$ cat config.mk
export PLATFORM = sky130hd
export DESIGN_NAME = uart_tx_ctrl_flat
export DESIGN_NICKNAME = d
export VERILOG_FILES = /design/src/rtl/uart_tx_ctrl_if.sv /design/src/rtl/uart_tx_ctrl.sv /design/src/flat_wrapper.sv
export SDC_FILE = /design/constraint.sdc
export NUM_CORES = 1
export LEC_CHECK = 0
export ABC_CLOCK_PERIOD_IN_PS = 1700
export CAP_MARGIN = 5
export CELL_PAD_IN_SITES_DETAIL_PLACEMENT = 0
export CELL_PAD_IN_SITES_GLOBAL_PLACEMENT = 1
export CORE_MARGIN = 3
export CORE_UTILIZATION = 35
export CTS_BUF_LIST = sky130_fd_sc_hd__clkbuf_4 sky130_fd_sc_hd__clkbuf_8
export DETAILED_ROUTE_END_ITERATION = 8
export HOLD_SLACK_MARGIN = 0.08
export PLACE_DENSITY = 0.79
export SYNTH_ARGS = -nofsm -noshare
export SYNTH_HDL_FRONTEND = slang
export SYNTH_SLANG_ARGS = --single-unit
$ cat constraint.sdc
create_clock -name CLK -period 1.7 [get_ports CLK]
set_input_delay 0.425 -clock CLK [delete_from_list [all_inputs] [get_ports CLK]]
set_output_delay 0.425 -clock CLK [all_outputs]
set_load 0.01 [all_outputs]
$ cat src/rtl/uart_tx_ctrl_if.sv
// Handshake and line-side signals between the TX register/FIFO side,
// the frame sequencer and the TX output mux.
interface uart_tx_ctrl_if #(parameter int DATA_WIDTH = 8);
  logic [DATA_WIDTH-1:0] P_DATA;
  logic                  Data_Valid;
  logic                  PAR_EN;
  logic                  PAR_TYP;
  logic [1:0]            mux_sel;
  logic                  ser_data;
  logic                  par_bit;
  logic                  busy;

  modport master (
    output P_DATA, Data_Valid, PAR_EN, PAR_TYP,
    input  mux_sel, ser_data, par_bit, busy
  );

  modport slave (
    input  P_DATA, Data_Valid, PAR_EN, PAR_TYP,
    output mux_sel, ser_data, par_bit, busy
  );
endinterface

$ cat src/rtl/uart_tx_ctrl.sv
// UART transmit frame sequencer/serializer: start, LSB-first data, optional parity, stop.
// Define UART_TX_TWO_STOP_EN to stretch the stop period to two bit times.
//
// state  | meaning
// IDLE   | line high, waiting for Data_Valid
// START  | start bit (mux_sel 00)
// DATA   | payload bits LSB first (mux_sel 10)
// PARITY | parity bit (mux_sel 11)
// STOP   | stop bit(s), line high (mux_sel 01)
module uart_tx_ctrl #(
  parameter int DATA_WIDTH = 8
) (
  input  logic          CLK,
  input  logic          RST,
  uart_tx_ctrl_if.slave tx
);

  localparam int CW = (DATA_WIDTH > 1) ? $clog2(DATA_WIDTH) : 1;
  localparam logic [CW-1:0] CNT_LAST = CW'(DATA_WIDTH - 1);

  typedef enum logic [2:0] {IDLE, START, DATA, PARITY, STOP} state_t;

  state_t                state, state_nxt;
  logic [DATA_WIDTH-1:0] shift_q;
  logic [CW-1:0]         cnt_q;
  logic                  par_en_q;
  logic                  par_q;
  logic [1:0]            mux_sel_c;
  logic                  stop_done;

`ifdef UART_TX_TWO_STOP_EN
  logic stop_cnt_q;

  // Second STOP cycle is the one that returns to IDLE.
  always_ff @(posedge CLK) begin
    if (RST) stop_cnt_q <= 1'b0;
    else     stop_cnt_q <= (state == STOP) ? ~stop_cnt_q : 1'b0;
  end

  assign stop_done = stop_cnt_q;
`else
  assign stop_done = 1'b1;
`endif

  always_ff @(posedge CLK) begin
    if (RST) state <= IDLE;
    else     state <= state_nxt;
  end

  always_comb begin
    state_nxt = state;
    mux_sel_c = 2'b01;
    case (state)
      IDLE: begin
        if (tx.Data_Valid) state_nxt = START;
      end
      START: begin
        mux_sel_c = 2'b00;
        state_nxt = DATA;
      end
      DATA: begin
        mux_sel_c = 2'b10;
        if (cnt_q == CNT_LAST) state_nxt = par_en_q ? PARITY : STOP;
      end
      PARITY: begin
        mux_sel_c = 2'b11;
        state_nxt = STOP;
      end
      STOP: begin
        if (stop_done) state_nxt = IDLE;
      end
      default: state_nxt = IDLE;
    endcase
  end

  // Payload and parity settings are captured once so the frame in flight is immune to input changes.
  always_ff @(posedge CLK) begin
    if (RST) begin
      shift_q  <= '0;
      cnt_q    <= '0;
      par_en_q <= 1'b0;
      par_q    <= 1'b0;
    end else begin
      case (state)
        IDLE: begin
          if (tx.Data_Valid) begin
            shift_q  <= tx.P_DATA;
            cnt_q    <= '0;
            par_en_q <= tx.PAR_EN;
            par_q    <= tx.PAR_TYP ? ~^tx.P_DATA : ^tx.P_DATA;
          end
        end
        DATA: begin
          shift_q <= shift_q >> 1;
          if (cnt_q != CNT_LAST) cnt_q <= cnt_q + 1'b1;
        end
        default: ;
      endcase
    end
  end

  assign tx.mux_sel  = mux_sel_c;
  assign tx.ser_data = shift_q[0];
  assign tx.par_bit  = par_q;
  assign tx.busy     = (state != IDLE);

endmodule

$ cat src/flat_wrapper.sv
// flat-port wrapper written by rule: the top's interface ports become plain ports
module uart_tx_ctrl_flat 
#(
  parameter int DATA_WIDTH = 8
)
  (CLK, RST, tx_P_DATA, tx_Data_Valid, tx_PAR_EN, tx_PAR_TYP, tx_mux_sel, tx_ser_data, tx_par_bit, tx_busy);
  uart_tx_ctrl_if #(.DATA_WIDTH(DATA_WIDTH)) tx_i ();
  input  logic CLK;
  input  logic RST;
  input wire logic [$bits(tx_i.P_DATA)-1:0] tx_P_DATA;
  input wire logic [$bits(tx_i.Data_Valid)-1:0] tx_Data_Valid;
  input wire logic [$bits(tx_i.PAR_EN)-1:0] tx_PAR_EN;
  input wire logic [$bits(tx_i.PAR_TYP)-1:0] tx_PAR_TYP;
  output wire logic [$bits(tx_i.mux_sel)-1:0] tx_mux_sel;
  output wire logic [$bits(tx_i.ser_data)-1:0] tx_ser_data;
  output wire logic [$bits(tx_i.par_bit)-1:0] tx_par_bit;
  output wire logic [$bits(tx_i.busy)-1:0] tx_busy;
  assign tx_i.P_DATA = tx_P_DATA;
  assign tx_i.Data_Valid = tx_Data_Valid;
  assign tx_i.PAR_EN = tx_PAR_EN;
  assign tx_i.PAR_TYP = tx_PAR_TYP;
  assign tx_mux_sel = tx_i.mux_sel;
  assign tx_ser_data = tx_i.ser_data;
  assign tx_par_bit = tx_i.par_bit;
  assign tx_busy = tx_i.busy;
  uart_tx_ctrl #(.DATA_WIDTH(DATA_WIDTH)) u_core (.CLK(CLK), .RST(RST), .tx(tx_i));
endmodule
* Yosys cells after proc, flatten, opt, wreduce, memory -nomap -nowiden *
Cells that the tools add are included.

word-level totals
  output and inout bits = 5
  word-level logic and storage cells = 34
  bits in registers = 16
  bits of input ports = 13

cells by class
  add/sub/neg operators = 1
  equality and inequality tests = 8
  muxes and demuxes = 11
  reductions and logical operators = 9

operators with widths
  cell                                                   number
  one-hot mux 8 bit (2 select lines)                     1
  two-way mux 3 bit                                      5
  one-hot mux 3 bit (4 select lines)                     1
  two-way mux 8 bit                                      1
  XNOR reduction 8 bit                                   1
  parity 8 bit                                           1
  equality test 3 x 2 -> 1 bit, second input constant    2
  one-hot mux 2 bit (3 select lines)                     1
  one-hot mux 3 bit (2 select lines)                     1
  AND reduction 2 bit                                    3
  inequality test 2 x 1 -> 1 bit, second input constant  2
  adder 3 x 1 -> 3 bit, second input constant            1
  equality test 3 x 1 -> 1 bit, second input constant    1
  equality test 3 bit, second input constant             1
  zero test 3 bit                                        1
  inequality test 3 bit, second input constant           1
  AND reduction 3 bit                                    1
  nonzero test 3 bit                                     1
  inequality test 2 bit, second input constant           1
  nonzero test 2 bit                                     1
  two-way mux 1 bit                                      1

* Logic depth before layout (Yosys ltp) *
  word-level depth = 3
  depth in mapped cells = 6

* Least setup slack after synthesis *
No wires, ideal clock.

  kind = register to register
  start point = reg u_core.cnt_q[0]
  end point = reg u_core.cnt_q[0]
  arrival time = 1.186 ns
  path buffers = 0
  stages on the path, launching flop included = 7
  path slack = 0.386 ns
  data required time = 1.572 ns
  cell sequence = dfxtp_1 -> ha_1 -> ha_1 -> nor2b_1 -> o21ai_0 -> a21oi_1 -> nor2_1

between the ends
  longest elaborated chain between the ends = 3

RTL lines
  item                                                                       RTL line            RTL
  from (decl)                                                                uart_tx_ctrl.sv:25  logic [CW-1:0] cnt_q;
  from (signal assigned)                                                     uart_tx_ctrl.sv:95  if (cnt_q != CNT_LAST) cnt_q <= cnt_q + 1'b1;
  adder 3 x 1 -> 3 bit or inequality test 3 bit (tied branches)              uart_tx_ctrl.sv:95
  two-way mux 3 bit or inequality test 2 x 1 -> 1 bit (tied branches)        --
  one-hot mux 3 bit (2 select lines) or AND reduction 3 bit (tied branches)  --

Parallel ways exist; a longest one is shown, timed or not. The select of a mux whose other input is x is not followed.
A chain may end at the register's enable or synchronous reset.

* Final worst setup path *
  start point = reg u_core.par_q, in the netlist u_core.tx.par_bit
  end point = out tx_par_bit

RTL lines
  item                    RTL line            RTL
  from (decl)             uart_tx_ctrl.sv:27  logic par_q;
  from (signal assigned)  uart_tx_ctrl.sv:90  par_q <= tx.PAR_TYP ? ~^tx.P_DATA : ^tx.P_DATA;
  to (decl)               flat_wrapper.sv:16  output wire logic [$bits(tx_i.par_bit)-1:0] tx_par_bit;

No word-level cell between the ends.

==> impl_metrics.json <==
{
  "syn_inst": 87,
  "ir_drop_mv": 0.438,
  "area_growth_pct": 31.4,
  "placed_area_sq_um": 1070,
  "maxSlewHeadroom": 0.776,
  "placementRows": 17,
  "switchingPower_mw": 0.244,
  "drive_above_1_share": 0.180,
  "startpoint_type": "flip-flop",
  "post_cts_buffers": 0,
  "wl_mm": 1.68,
  "placed_cells": 135,
  "post-route-util": 0.492,
  "fin_crit_ns": 1.62,
  "synth-edff-count": 0,
  "antenna_found_initial": 0,
  "power_leakage_nw": 0.441,
  "critPathMaxStageDelay_ns": 0.54,
  "clkLatencyLatePin_ns": 0.29,
  "tightest_slew_ns": 0.332,
  "core_area_sq_um": 2230,
  "design_area_sq_um": 1100,
  "avgSynthCellArea_sq_um": 9.61,
  "synth.net_count": 102,
  "p_comb_frac": 0.250,
  "portBuffers": 17,
  "slew_viol_final": 0,
  "crit_arrival_ns": 1.19,
  "critPathKind": "reg -> out",
  "min_path_type": "reg -> reg",
  "clock_path_buffers": 2,
  "io_pins": 18,
  "path_clk_slew_ns": 0.10,
  "finalHoldViolCount": 0,
  "grtUsageMet2": 0.207,
  "gp_congestion": 0.752,
  "die_y_microns": 54.9,
  "setup_viol": 0,
  "drt_iter0_drc": 5,
  "cts.sinks": 16,
  "ant_nets": 0,
  "netlist-cell-type-count": 31,
  "synthArstFlopShare": 0,
  "cts_max_level": 1,
  "max_freq_mhz": 619,
  "cts_made_buffers": 3,
  "detail_route.wl_per_cell_microns": 12.1,
  "clkPwrFrac": 0.283,
  "cp_max_fo": 2,
  "grtUsageMet1": 0.150,
  "switching_share": 0.270,
  "power.internal_mw": 0.662,
  "worstPathRequired_ns": 1.27,
  "tritoncts": "done",
  "post-route-period-util": 0.950,
  "pwr-share-seq": 0.467,
  "synth_top_area_share": 0.383,
  "instances_no_fill": 139,
  "gr-usage-all-layers": 0.125,
  "fillers": 217,
  "die-area_sq_um": 3010,
  "grt.busiest_layer": "met2",
  "status": "finished clean",
  "post-route-drc-count": 0,
  "ys.flop_type": "dfxtp_1",
  "hpwl_mm": 1.30,
  "diodes": 0,
  "critical-path-top-delay-family": "buffers and inverters",
  "yosysWarningCount": 0,
  "grtUsageMet3": 0.0272,
  "die_x_microns": 54.9,
  "synth_area_leaders": "dfxtp_1, mux2i_1, a211oi_1",
  "drt-pass1-iter-count": 2,
  "fin_total_pwr_mw": 0.906,
  "grt_max_degree": 15,
  "critPathCaptureType": "primary output",
  "ys_seq_area_frac": 0.383,
  "initial_core_util": 0.374,
  "vias": 690,
  "grt.overflow.total": 0,
  "fin_nets": 127,
  "max_cap_viol_count": 0,
  "fin_skew_ns": 0.00520,
  "path_cells": "clkdlybuf4s50_1",
  "holdBufCountCts": 0,
  "ys_ff_latch": 16,
  "holdWs_ns": 0.461,
  "power_density_nw_per_um2": 825,
  "root_buffer": "clkbuf_4",
  "grt_pass1_wl_mm": 2.64,
  "grt_pass1_vias": 630,
  "critPathSlowestCell": "clkdlybuf4s50_1",
  "crit_buf_inv": 1,
  "synth_area_leader_cell": "dfxtp_1",
  "ctsResizeCount": 5,
  "grt_setup_unrepaired": "no",
  "syn_area_sq_um": 836,
  "viasPerCell": 4.96
}
==> worst register-to-register path, cell delays in order (launching register included) <==
cell and delay (ns):
dfxtp_1 0.34, ha_1 0.20, ha_1 0.23, nor2b_1 0.21, o21ai_0 0.17, a21oi_1 0.18
nor2_1 0.05
==> layout by cell type, fill, tap and decap left out, drive strengths merged, types with 2 or more instances in the layout <==
| cell type | instances |
|---|---|
| a211oi | 7 |
| a21oi | 5 |
| buf | 8 |
| clkbuf | 5 |
| clkdlybuf4s50 | 14 |
| dfxtp | 16 |
| dlygate4sd2 | 2 |
| ha | 2 |
| mux2i | 9 |
| nand2 | 4 |
| nand3b | 2 |
| nand4 | 2 |
| nor2 | 10 |
| nor2b | 3 |
| nor3 | 2 |
| xnor2 | 3 |
| xor2 | 3 |
==> stage by stage <==
stage	setup WS, ns	TNS [ns]
floorplan	0.386	0
global placement	-0.129	-0.198
detailed placement	-0.157	-0.251
CTS	0.0191	0
global route	0.0457	0
finish	0.0847	0
==> path summary, 6_finish.rpt <==
path	slack, ns	depth (start not counted)	end	from
setup / recovery	0.08	1	tx_par_bit	u_core.tx.par_bit$_SDFFE_PP0P_
hold reg to reg	0.46	2	u_core.cnt_q[2]$_SDFFE_PP0P_	u_core.cnt_q[2]$_SDFFE_PP0P_
hold / removal	0.46	2	u_core.cnt_q[2]$_SDFFE_PP0P_	u_core.cnt_q[2]$_SDFFE_PP0P_
setup reg to reg	0.23	6	u_core.cnt_q[0]$_SDFFE_PP0P_	u_core.cnt_q[0]$_SDFFE_PP0P_
==> per-layer routing <==
layer	wire (microns)	share of wire	vias to the layer above
met4	0	0	0
li1	-	-	360
met2	791	0.47	13
met5	0	0	-
met1	805	0.48	317
met3	86	0.051	0
==> cells by family after synthesis <==
family                     synth area share
AOI/OAI and AO/OA                     0.132
DFF                                   0.383
xor gates and xnor gates             0.0898
buffers and inverters                0.0434
adders and majority gates            0.0299
muxes                                 0.108
and+or+nand+nor                       0.214
==> registers in the layout, summed over array words and instances, names as in the netlist <==
signal and cells:
u_core.state 3, u_core.tx.par_bit 1, u_core.cnt_q 3, u_core.shift_q 8, u_core.par_en_q 1
==> cells in the mapped netlist, types with 2 or more instances <==
cell      instances
nand4_1           2
a21oi_1           5
xor2_1            3
nor2_1            8
clkbuf_1          2
nor2_2            2
a211oi_1          7
nor3_1            2
ha_1              2
nand3b_1          2
nor2b_1           3
xnor2_1           3
mux2i_1           9
dfxtp_1          16
buf_2             2
nand2_1           4
==> power groups by stage <==
stage / registers (mW) / logic [mW] / clock network [mW]
3_3_place_gp: 0.432 / 0.231 / 0
3_5_place_dp: 0.432 / 0.235 / 0
5_1_grt: 0.428 / 0.249 / 0.276
6_report: 0.424 / 0.226 / 0.256
2_1_floorplan: 0.433 / 0.142 / 0
4_1_cts: 0.424 / 0.231 / 0.267
==> layout make-up <==
cell class / instances / area (sq um) / share of cell area
inverter: 1 / 3.75 / 0.00342
tap: 28 / 35.0 / 0.0319
timing repair buffer: 25 / 223 / 0.203
sequential: 16 / 322 / 0.293
clock buffer: 4 / 36.3 / 0.0330
multi-input combinational: 65 / 479 / 0.436
(Power assumes the default switching activity.)
==> patch (same settings) <==
`DATA_WIDTH` is set to 8 in 3 places; all go to 4.
--- a/src/rtl/uart_tx_ctrl_if.sv
+++ b/src/rtl/uart_tx_ctrl_if.sv
@@ -1,5 +1,5 @@
 // Handshake and line-side signals between the TX register/FIFO side,
 // the frame sequencer and the TX output mux.
-interface uart_tx_ctrl_if #(parameter int DATA_WIDTH = 8);
+interface uart_tx_ctrl_if #(parameter int DATA_WIDTH = 4);
   logic [DATA_WIDTH-1:0] P_DATA;
   logic                  Data_Valid;
--- a/src/rtl/uart_tx_ctrl.sv
+++ b/src/rtl/uart_tx_ctrl.sv
@@ -9,5 +9,5 @@
 // STOP   | stop bit(s), line high (mux_sel 01)
 module uart_tx_ctrl #(
-  parameter int DATA_WIDTH = 8
+  parameter int DATA_WIDTH = 4
 ) (
   input  logic          CLK,
--- a/src/flat_wrapper.sv
+++ b/src/flat_wrapper.sv
@@ -2,5 +2,5 @@
 module uart_tx_ctrl_flat 
 #(
-  parameter int DATA_WIDTH = 8
+  parameter int DATA_WIDTH = 4
 )
   (CLK, RST, tx_P_DATA, tx_Data_Valid, tx_PAR_EN, tx_PAR_TYP, tx_mux_sel, tx_ser_data, tx_par_bit, tx_busy);
Interface: changed (resized tx_P_DATA); port bits go from 18 to 14. The function was not compared with the original's and may differ.
==> patch against the original RTL <==
  * Cell area decreased by 28%
  * Setup slack got worse by 0.024 ns
  * Synthesized cell count shrank 28%
  * Clock skew barely moved
  * Total power decreased by 29%
  * Fmax decreased by 1.5%
  * Core utilization grew 7.0 points
  * Sequential cell count decreased by 5
  * Synthesized area decreased by 32%
  * Sequential power fell by 32%
  * Routed wire length shrank 23%
==> patch: results (changes against the original RTL) <==
use_met3_pct: 4.688  # was 2.725%
drive_gt1_share_pct: 20.48  # was 18.02%
grt_use_total_pct: 15.01  # was 12.47%
setup.worst_path.start: "u_core.state[0]"  # was u_core.tx.par_bit
totalWireLength_mm: 1.294  # was 1.684 mm
num-fill-cells: 143  # was 217
grt_first_pass_wirelength_mm: 2.221  # was 2.642 mm
largestRegisters: "u_core.shift_q: 4 flops, u_core.state: 3 flops, u_core.cnt_q: 2 flops"  # was u_core.shift_q: 8 flops, u_core.cnt_q: 3 flops, u_core.state: 3 flops
clock_latency_ns: 0.27  # was 0.29 ns
nets: 94  # was 127
use_met1_pct: 19.86  # was 14.97%
clock_sinks: 11  # was 16
irDropWorstVdd_mv: 0.5024  # was 0.4378 mV
grt_max_degree: 8  # was 15
largest_reg_flops: 4  # was 8
synth_xor_area_share_pct: 5.543  # was 8.982%
clock_area_share_pct: 3.822  # was 3.303%
cellLeakagePower_nw: 0.3208  # was 0.4408 nW
cp-endpoint: "tx_busy"  # was tx_par_bit
via_per_inst: 5.582  # was 4.964
crit_path_max_fanout: 5  # was 2
use_met2_pct: 21.15  # was 20.67%
power_w: 0.0006405  # was 0.0009060 W
worst_hold_path.endpoint: "u_core.shift_q[0]"  # was u_core.cnt_q[2]
port-buffer-count: 13  # was 17
yosys-top-cells-count: "11 x dfxtp_1, 7 x a21oi_1, 5 x nand3_1, 4 x nand2_1"  # was 16 x dfxtp_1, 9 x mux2i_1, 8 x nor2_1, 7 x a211oi_1, 5 x a21oi_1
hold_ws_ns: 0.4764  # was 0.4609 ns
synth_fa_ha_area_share_pct: 2.217  # was 2.994%
nNonClkInverters: 2  # was 1
min_from: "u_core.shift_q[0]"  # was u_core.cnt_q[2]
detailed_place_hpwl_mm: 1.007  # was 1.304 mm
muxShareOfSynthArea_pct: 0  # was 10.78%
ys_types: 28  # was 31
cp_data_arrival_time_ns: 1.21  # was 1.19 ns
clkTransAtPathRegs_ns: 0.08  # was 0.10 ns
clock_skew_ns: 0.004925  # was 0.005195 ns
buf_share_pct: 23.89  # was 20.27%
gp_congestion: 0.7960  # was 0.7522
grt_pass1_vias: 511  # was 630
status: "finished clean"  # unchanged
[patch: changes by cell type after synthesis, moves of 3 or more]
cell,delta
a211oi_1,-7
a22oi_1,+3
dfxtp_1,-5
mux2i_1,-9
nand3_1,+4
nor2_1,-7
o211ai_1,+3
xor2_1,-3
[patch: per-stage QoR]
step                worst slack (ns)  instance area, µm²  std cells
global placement             -0.2501               752.0         94
detailed placement           -0.2753               752.0         94
finish                       0.06079               785.8         98
floorplan                     0.2570               564.3         63
CTS                         0.006184               784.5         98
global route                0.008671               785.8         98
[patch: repair_timing]
action | 4_1_cts | 5_1_grt
gates resized for setup | 6 | 1
endpoints found under the setup margin | 4 | 1
buffers inserted | 0 | 0
[patch: worst max-delay path: stages, from the launching register on]
cell and delay [ns]:
dfxtp_2 0.35, or3_1 0.36, clkdlybuf4s15_1 0.24
[patch: layer usage]
metal	vias to the layer above	routed length [µm]	part of all wire, %
met5	-	0	0
met4	0	27	2.1
met3	4	45	3.5
met2	10	585	45
met1	259	637	49
li1	274	-	-
